--- config.mk ---
export PLATFORM = sky130hd
export DESIGN_NAME = dmem_responder
export DESIGN_NICKNAME = d
export VERILOG_FILES = /design/src/rtl/simple_processor_pkg.sv /design/src/rtl/dmem_array.sv /design/src/rtl/dmem_responder.sv
export SDC_FILE = /design/constraint.sdc
export NUM_CORES = 1
export LEC_CHECK = 0
export ABC_AREA = 1
export BUFFER_PORTS_ARGS = -buffer_cell sky130_fd_sc_hd__buf_2
export CORE_UTILIZATION = 30
export CTS_CLUSTER_DIAMETER = 120
export DETAILED_ROUTE_END_ITERATION = 8
export PLACE_DENSITY = 0.49
export SYNTH_ARGS = -nofsm -noshare
export SYNTH_HDL_FRONTEND = slang
export SYNTH_SLANG_ARGS = --single-unit
--- constraint.sdc ---
create_clock -name clk_i -period 6.9 [get_ports clk_i]
set_clock_uncertainty 0.05 [all_clocks]
set_input_delay 0.69 -clock clk_i [delete_from_list [all_inputs] [get_ports clk_i]]
set_output_delay 0.69 -clock clk_i [all_outputs]
set_load 0.005 [all_outputs]
--- src/rtl/simple_processor_pkg.sv ---
// Shared constants and types for the simple_processor data-memory path.
// Bus widths, dmem depth/latency defaults and the responder state type.
package simple_processor_pkg;

  localparam int ADDR_WIDTH   = 16;
  localparam int DATA_WIDTH   = 16;
  localparam int DMEM_DEPTH   = 64;
  localparam int DMEM_LATENCY = 2;

  typedef enum logic [1:0] {
    DMEM_IDLE,
    DMEM_WAIT,
    DMEM_RESP
  } dmem_state_t;

endpackage

--- src/rtl/dmem_array.sv ---
// Word storage for dmem_responder: DEPTH x DW, no reset.
// Ports: clk_i, we_i (sync write), addr_i (word index), wdata_i, rdata_o (comb read).
module dmem_array #(
  parameter int DEPTH = 64,
  parameter int DW    = 16,
  parameter int IW    = $clog2(DEPTH)
) (
  input  logic          clk_i,
  input  logic          we_i,
  input  logic [IW-1:0] addr_i,
  input  logic [DW-1:0] wdata_i,
  output logic [DW-1:0] rdata_o
);

  logic [DW-1:0] mem_q [DEPTH];

  always_ff @(posedge clk_i) begin
    if (we_i) mem_q[addr_i] <= wdata_i;
  end

  assign rdata_o = mem_q[addr_i];

endmodule

--- src/rtl/dmem_responder.sv ---
// Memory side of the dmem req/ack bus: one access at a time, fixed latency, 1-cycle ack.
// Ports: clk_i, arst_ni, dmem_req_i/we_i/addr_i/wdata_i in; dmem_rdata_o, dmem_ack_o out.
// Build option DMEM_RDATA_HOLD_EN: rdata holds the last read value between read acks.
module dmem_responder
  import simple_processor_pkg::*;
#(
  parameter int MEM_ADDR_WIDTH = ADDR_WIDTH,
  parameter int MEM_DATA_WIDTH = DATA_WIDTH,
  parameter int DEPTH          = DMEM_DEPTH,
  parameter int LATENCY        = DMEM_LATENCY
) (
  input  logic                      clk_i,
  input  logic                      arst_ni,
  input  logic                      dmem_req_i,
  input  logic                      dmem_we_i,
  input  logic [MEM_ADDR_WIDTH-1:0] dmem_addr_i,
  input  logic [MEM_DATA_WIDTH-1:0] dmem_wdata_i,
  output logic [MEM_DATA_WIDTH-1:0] dmem_rdata_o,
  output logic                      dmem_ack_o
);

  localparam int IW = $clog2(DEPTH);
  localparam int CW = 4;

  dmem_state_t state_q, state_d;
  logic [CW-1:0] cnt_q, cnt_d;
  logic lat_en;

  logic                      we_q;
  logic [MEM_ADDR_WIDTH-1:0] addr_q;
  logic [MEM_DATA_WIDTH-1:0] wdata_q;

  logic                      ack_q;
  logic                      rd_ack_q;
  logic [MEM_DATA_WIDTH-1:0] rd_q;

  logic                      resp;
  logic [IW-1:0]             idx;
  logic [MEM_DATA_WIDTH-1:0] mem_rdata;
  logic                      unused_addr;

  assign idx         = addr_q[IW:1];
  assign unused_addr = ^{addr_q[MEM_ADDR_WIDTH-1:IW+1], addr_q[0]};
  assign resp        = (state_q == DMEM_RESP);

  always_comb begin
    state_d = state_q;
    cnt_d   = cnt_q;
    lat_en  = 1'b0;
    unique case (state_q)
      DMEM_IDLE: begin
        if (dmem_req_i) begin
          lat_en = 1'b1;
          if (LATENCY == 1) begin
            state_d = DMEM_RESP;
          end else begin
            state_d = DMEM_WAIT;
            cnt_d   = CW'(LATENCY - 1);
          end
        end
      end
      DMEM_WAIT: begin
        cnt_d = cnt_q - CW'(1);
        if (cnt_q == CW'(1)) state_d = DMEM_RESP;
      end
      DMEM_RESP: state_d = DMEM_IDLE;
      default:   state_d = DMEM_IDLE;
    endcase
  end

  // ack and read data register off the RESP cycle, so the ack cycle
  // is already IDLE and a held req is taken at its closing edge.
  always_ff @(posedge clk_i or negedge arst_ni) begin
    if (!arst_ni) begin
      state_q  <= DMEM_IDLE;
      cnt_q    <= '0;
      we_q     <= 1'b0;
      addr_q   <= '0;
      wdata_q  <= '0;
      ack_q    <= 1'b0;
      rd_ack_q <= 1'b0;
      rd_q     <= '0;
    end else begin
      state_q  <= state_d;
      cnt_q    <= cnt_d;
      ack_q    <= resp;
      rd_ack_q <= resp & ~we_q;
      if (lat_en) begin
        we_q    <= dmem_we_i;
        addr_q  <= dmem_addr_i;
        wdata_q <= dmem_wdata_i;
      end
      if (resp && !we_q) rd_q <= mem_rdata;
    end
  end

  dmem_array #(
    .DEPTH(DEPTH),
    .DW   (MEM_DATA_WIDTH)
  ) u_array (
    .clk_i  (clk_i),
    .we_i   (resp & we_q),
    .addr_i (idx),
    .wdata_i(wdata_q),
    .rdata_o(mem_rdata)
  );

  assign dmem_ack_o = ack_q;

`ifdef DMEM_RDATA_HOLD_EN
  assign dmem_rdata_o = rd_q;
`else
  assign dmem_rdata_o = rd_ack_q ? rd_q : '0;
`endif

endmodule

==> summary.md <==
The number of antenna violations at the first check in global routing is 2, and the proportion of register bits with asynchronous set or reset after synthesis is 4.39%. The slew of the pin with the lowest slew margin was 1.20 ns. The floorplan step defined a core boundary enclosing 149000 um2.

The tightest hold path in the finished design has a slack of 0.0927 ns. After routing, the total negative slack on setup checks comes to 0 ns. The critical path launch point type is a register. In this run the remaining antenna-violating nets after routing total 0.

The number of port buffers was 42. Post-CTS timing repair inserted 0 buffers for setup. The mean instance size in the synthesized netlist was 10.1 um2; the wire length of the first global-routing pass was 187000 um. For the largest net degree at the start of global routing, the log shows 157. TritonCTS built the clock tree.

Relative to the synthesized area, the layout overhead comes to 13.9%. The commonest cells after synthesis are 2857 x nand2_1, 1024 x edfxtp_1, 115 x nor2_1, 107 x buf_2, 79 x inv_1. The run finished with clean final reports. The worst hold path belongs to the class in2async.

By area the synthesized netlist is led by edfxtp_1 68%, nand2_1 24%, dfrtp_1 2.6%, buf_2 1.2%, nor2_1 0.96%. The floorplan step defined a die boundary enclosing 152000 um2. The layout has 15000 filler cells.

Most common cell in the netlist: nand2_1. The synthesized design contains 1024 enable-type register cells. IR analysis of the VDD net gives a maximum drop of 0.000379 V.

The number of design rule violations left after detail routing is 0. The clock insertion delay at the later pin of the skew report was 0.70 ns. edfxtp_1 takes more of the synthesized area than any other cell.

For the number of resized instances in the post-cts repair step, the log shows 0. Fraction of post-synthesis cell area in the top cell type by area: 68.1%. After layout, the minimum clock period comes to 4.41 ns. Cells fill 34.6% of the core in the end.

The total via count after detailed routing was 29500. Static timing analysis puts the maximum clock frequency at 0.227 GHz. The number of slew-limit violations in the final report was 0; the overall fraction of global-route tracks in use was 16.6%. The logs give 0.811 for the routability congestion estimate and 70.7% for the share of synthesized area occupied by flip-flops and latches. The tree built by TritonCTS fans out to 1071 sinks. The fraction of final layout cells sized beyond drive strength 1 is 8.20%, and the average via count per standard cell is 4.46.

The maximum fanout along the worst path was 50; the sequential cell area was 32000 um2. For the worst setup path, the data required time is 7.24 ns. After detailed routing, the total wire length is 127000 um.

The length of the first detailed-routing pass in iterations is 5, and the die boundary height is 390 um. For this design the top-level I/O count stands at 53. The run gives 3 as the deepest clock path buffer count. Headroom to the max-slew limit came out at 19.8%. The number of cells on the worst reg-to-reg path came out at 7. The die is 390 um wide. Dividing total power by cell area gives a power density of 418 nW/um2. The critical path is of the reg2reg type.

The net count reported at finish came out at 4541. The max capacitance violation total is 0, and the final routed wire length divided by cell count is 19.2 um. The gate count of the mapped netlist is 4449, and the number of standard-cell rows in the floorplan is 141.

For the number of failing setup endpoints in the final timing report, the log shows 0. Buffers inserted to repair hold after CTS numbered 0. For this configuration, the core starts out at a cell density of 30.4%. The arrival time at the worst endpoint was 4.76 ns; the count of H-tree levels built during CTS was 3. The leftover overflow at the end of global routing is 0.

The CTS clock-pin slew for the worst setup and hold paths is 0.06 ns. The leakage component of the power is 21.3 nW, and the detailed placer's ending HPWL is 67100 um. The area of the multi-input gates came out at 11900 um2. For the final count of hold timing violations, the log shows 0. Total power for the finished layout comes to 21.5 mW. The number of clock buffers inserted by TritonCTS was 114. The prevailing post-synth register cell was edfxtp_1.

The part of the cycle the worst path needs works out to 64.0%. After synthesis the cells add up to 45100 um2. The post-synthesis sequential element count is 1071, and the via count of the first global-routing pass is 28000. In this run, the number of DRC markers left after iteration 0 of detailed routing was 2481. For this run, the number of Yosys warnings is 0. The sort of element at the end of the critical path was a register. The tree is rooted in a clkbuf_16. Setup repair after global routing left no endpoint under its margin. The synthesized netlist contains 27 unique library cells. The tools report the post-synth net total as 4487.
## sequential cells by signal, summed over array words and instances (netlist names)
register,cells
addr_q,6
cnt_q,4
dmem_ack_o,1
rd_ack_q,1
rd_q,16
state_q,2
u_array.mem_q,1024
wdata_q,16
we_q,1
## per-layer routing
metal,part of all wire (%),wire length (um),GRT usage (%),vias up
met3,5.5,6950,2.72,156
met5,0,0,0,-
met1,47,59900,23.7,14300
met2,45,56900,26.0,636
li1,-,-,-,14400
met4,2.4,3030,4.69,0
## power breakdown
part           switching [mW]  internal, mW  total, mW
sequential              0.343          8.23       8.57
clock                    2.54          3.35       5.89
combinational            5.45          1.59       7.03
total                    8.33          13.2       21.5
## logic make-up (layout without fill, tap and decap cells)
| logic type | after synthesis | after routing | synth area share, % |
|---|---|---|---|
| other | 0 | 2 | 0 |
| xor gates and xnor gates | 1 | 1 | 0.0194 |
| and+or+nand+nor | 3035 | 3035 | 25.6 |
| buffers and inverters | 299 | 448 | 2.83 |
| AOI/OAI and AO/OA | 23 | 23 | 0.283 |
| muxes | 18 | 18 | 0.446 |
| adders and majority gates | 2 | 2 | 0.0554 |
| DFF | 1071 | 1071 | 70.7 |
## through the flow
stage | cells | area (um2) | setup WS [ns]
floorplan | 4449 | 45100 | 3.70
global placement | 6389 | 47800 | 2.43
detailed placement | 6389 | 47800 | 2.46
CTS | 6600 | 51400 | 2.45
global route | 6601 | 51400 | 2.29
finish | 6602 | 51400 | 2.49
## worst paths after layout
path	startpoint	to	slack (ns)
max	addr_q[3]	u_array.mem_q[62][0]	2.49
min	arst_ni	addr_q[1]	0.09
max reg2reg	addr_q[3]	u_array.mem_q[62][0]	2.49
min reg2reg	state_q[0]	dmem_ack_o	0.44
max in group asynchronous	arst_ni	addr_q[3]	6.13
min in group clk_i	dmem_wdata_i[3]	wdata_q[3]	0.17
## area by class of cell
class	instances	area share, %
Timing Repair Buffer	149	2.07
Multi-Input combinational cell	3079	23.2
Sequential cell	1071	62.2
Antenna cell	2	0.00974
Clock buffer	145	5.98
Clock inverter	66	0.962
Inverter	88	0.677
Tap cell	2002	4.87
## worst max-delay path, cell delays in order, from the launching register on
cell and delay (ns):
dfrtp_4 0.83, buf_4 0.70, nand2_1 0.47, inv_1 0.18, nand3_1 0.27, buf_4 0.32
nor2_1 0.91, buf_4 0.34
## cell usage in the layout, fill, tap and decap left out, types with 23 or more instances in the layout
| cell | count |
|---|---|
| buf_2 | 42 |
| buf_4 | 103 |
| clkbuf_1 | 23 |
| clkbuf_16 | 116 |
| clkinv_1 | 31 |
| dfrtp_1 | 28 |
| edfxtp_1 | 1024 |
| inv_1 | 79 |
| nand2_1 | 2857 |
| nand3_1 | 33 |
| nor2_1 | 111 |
No activity file was read; power rests on OpenSTA's default activity.
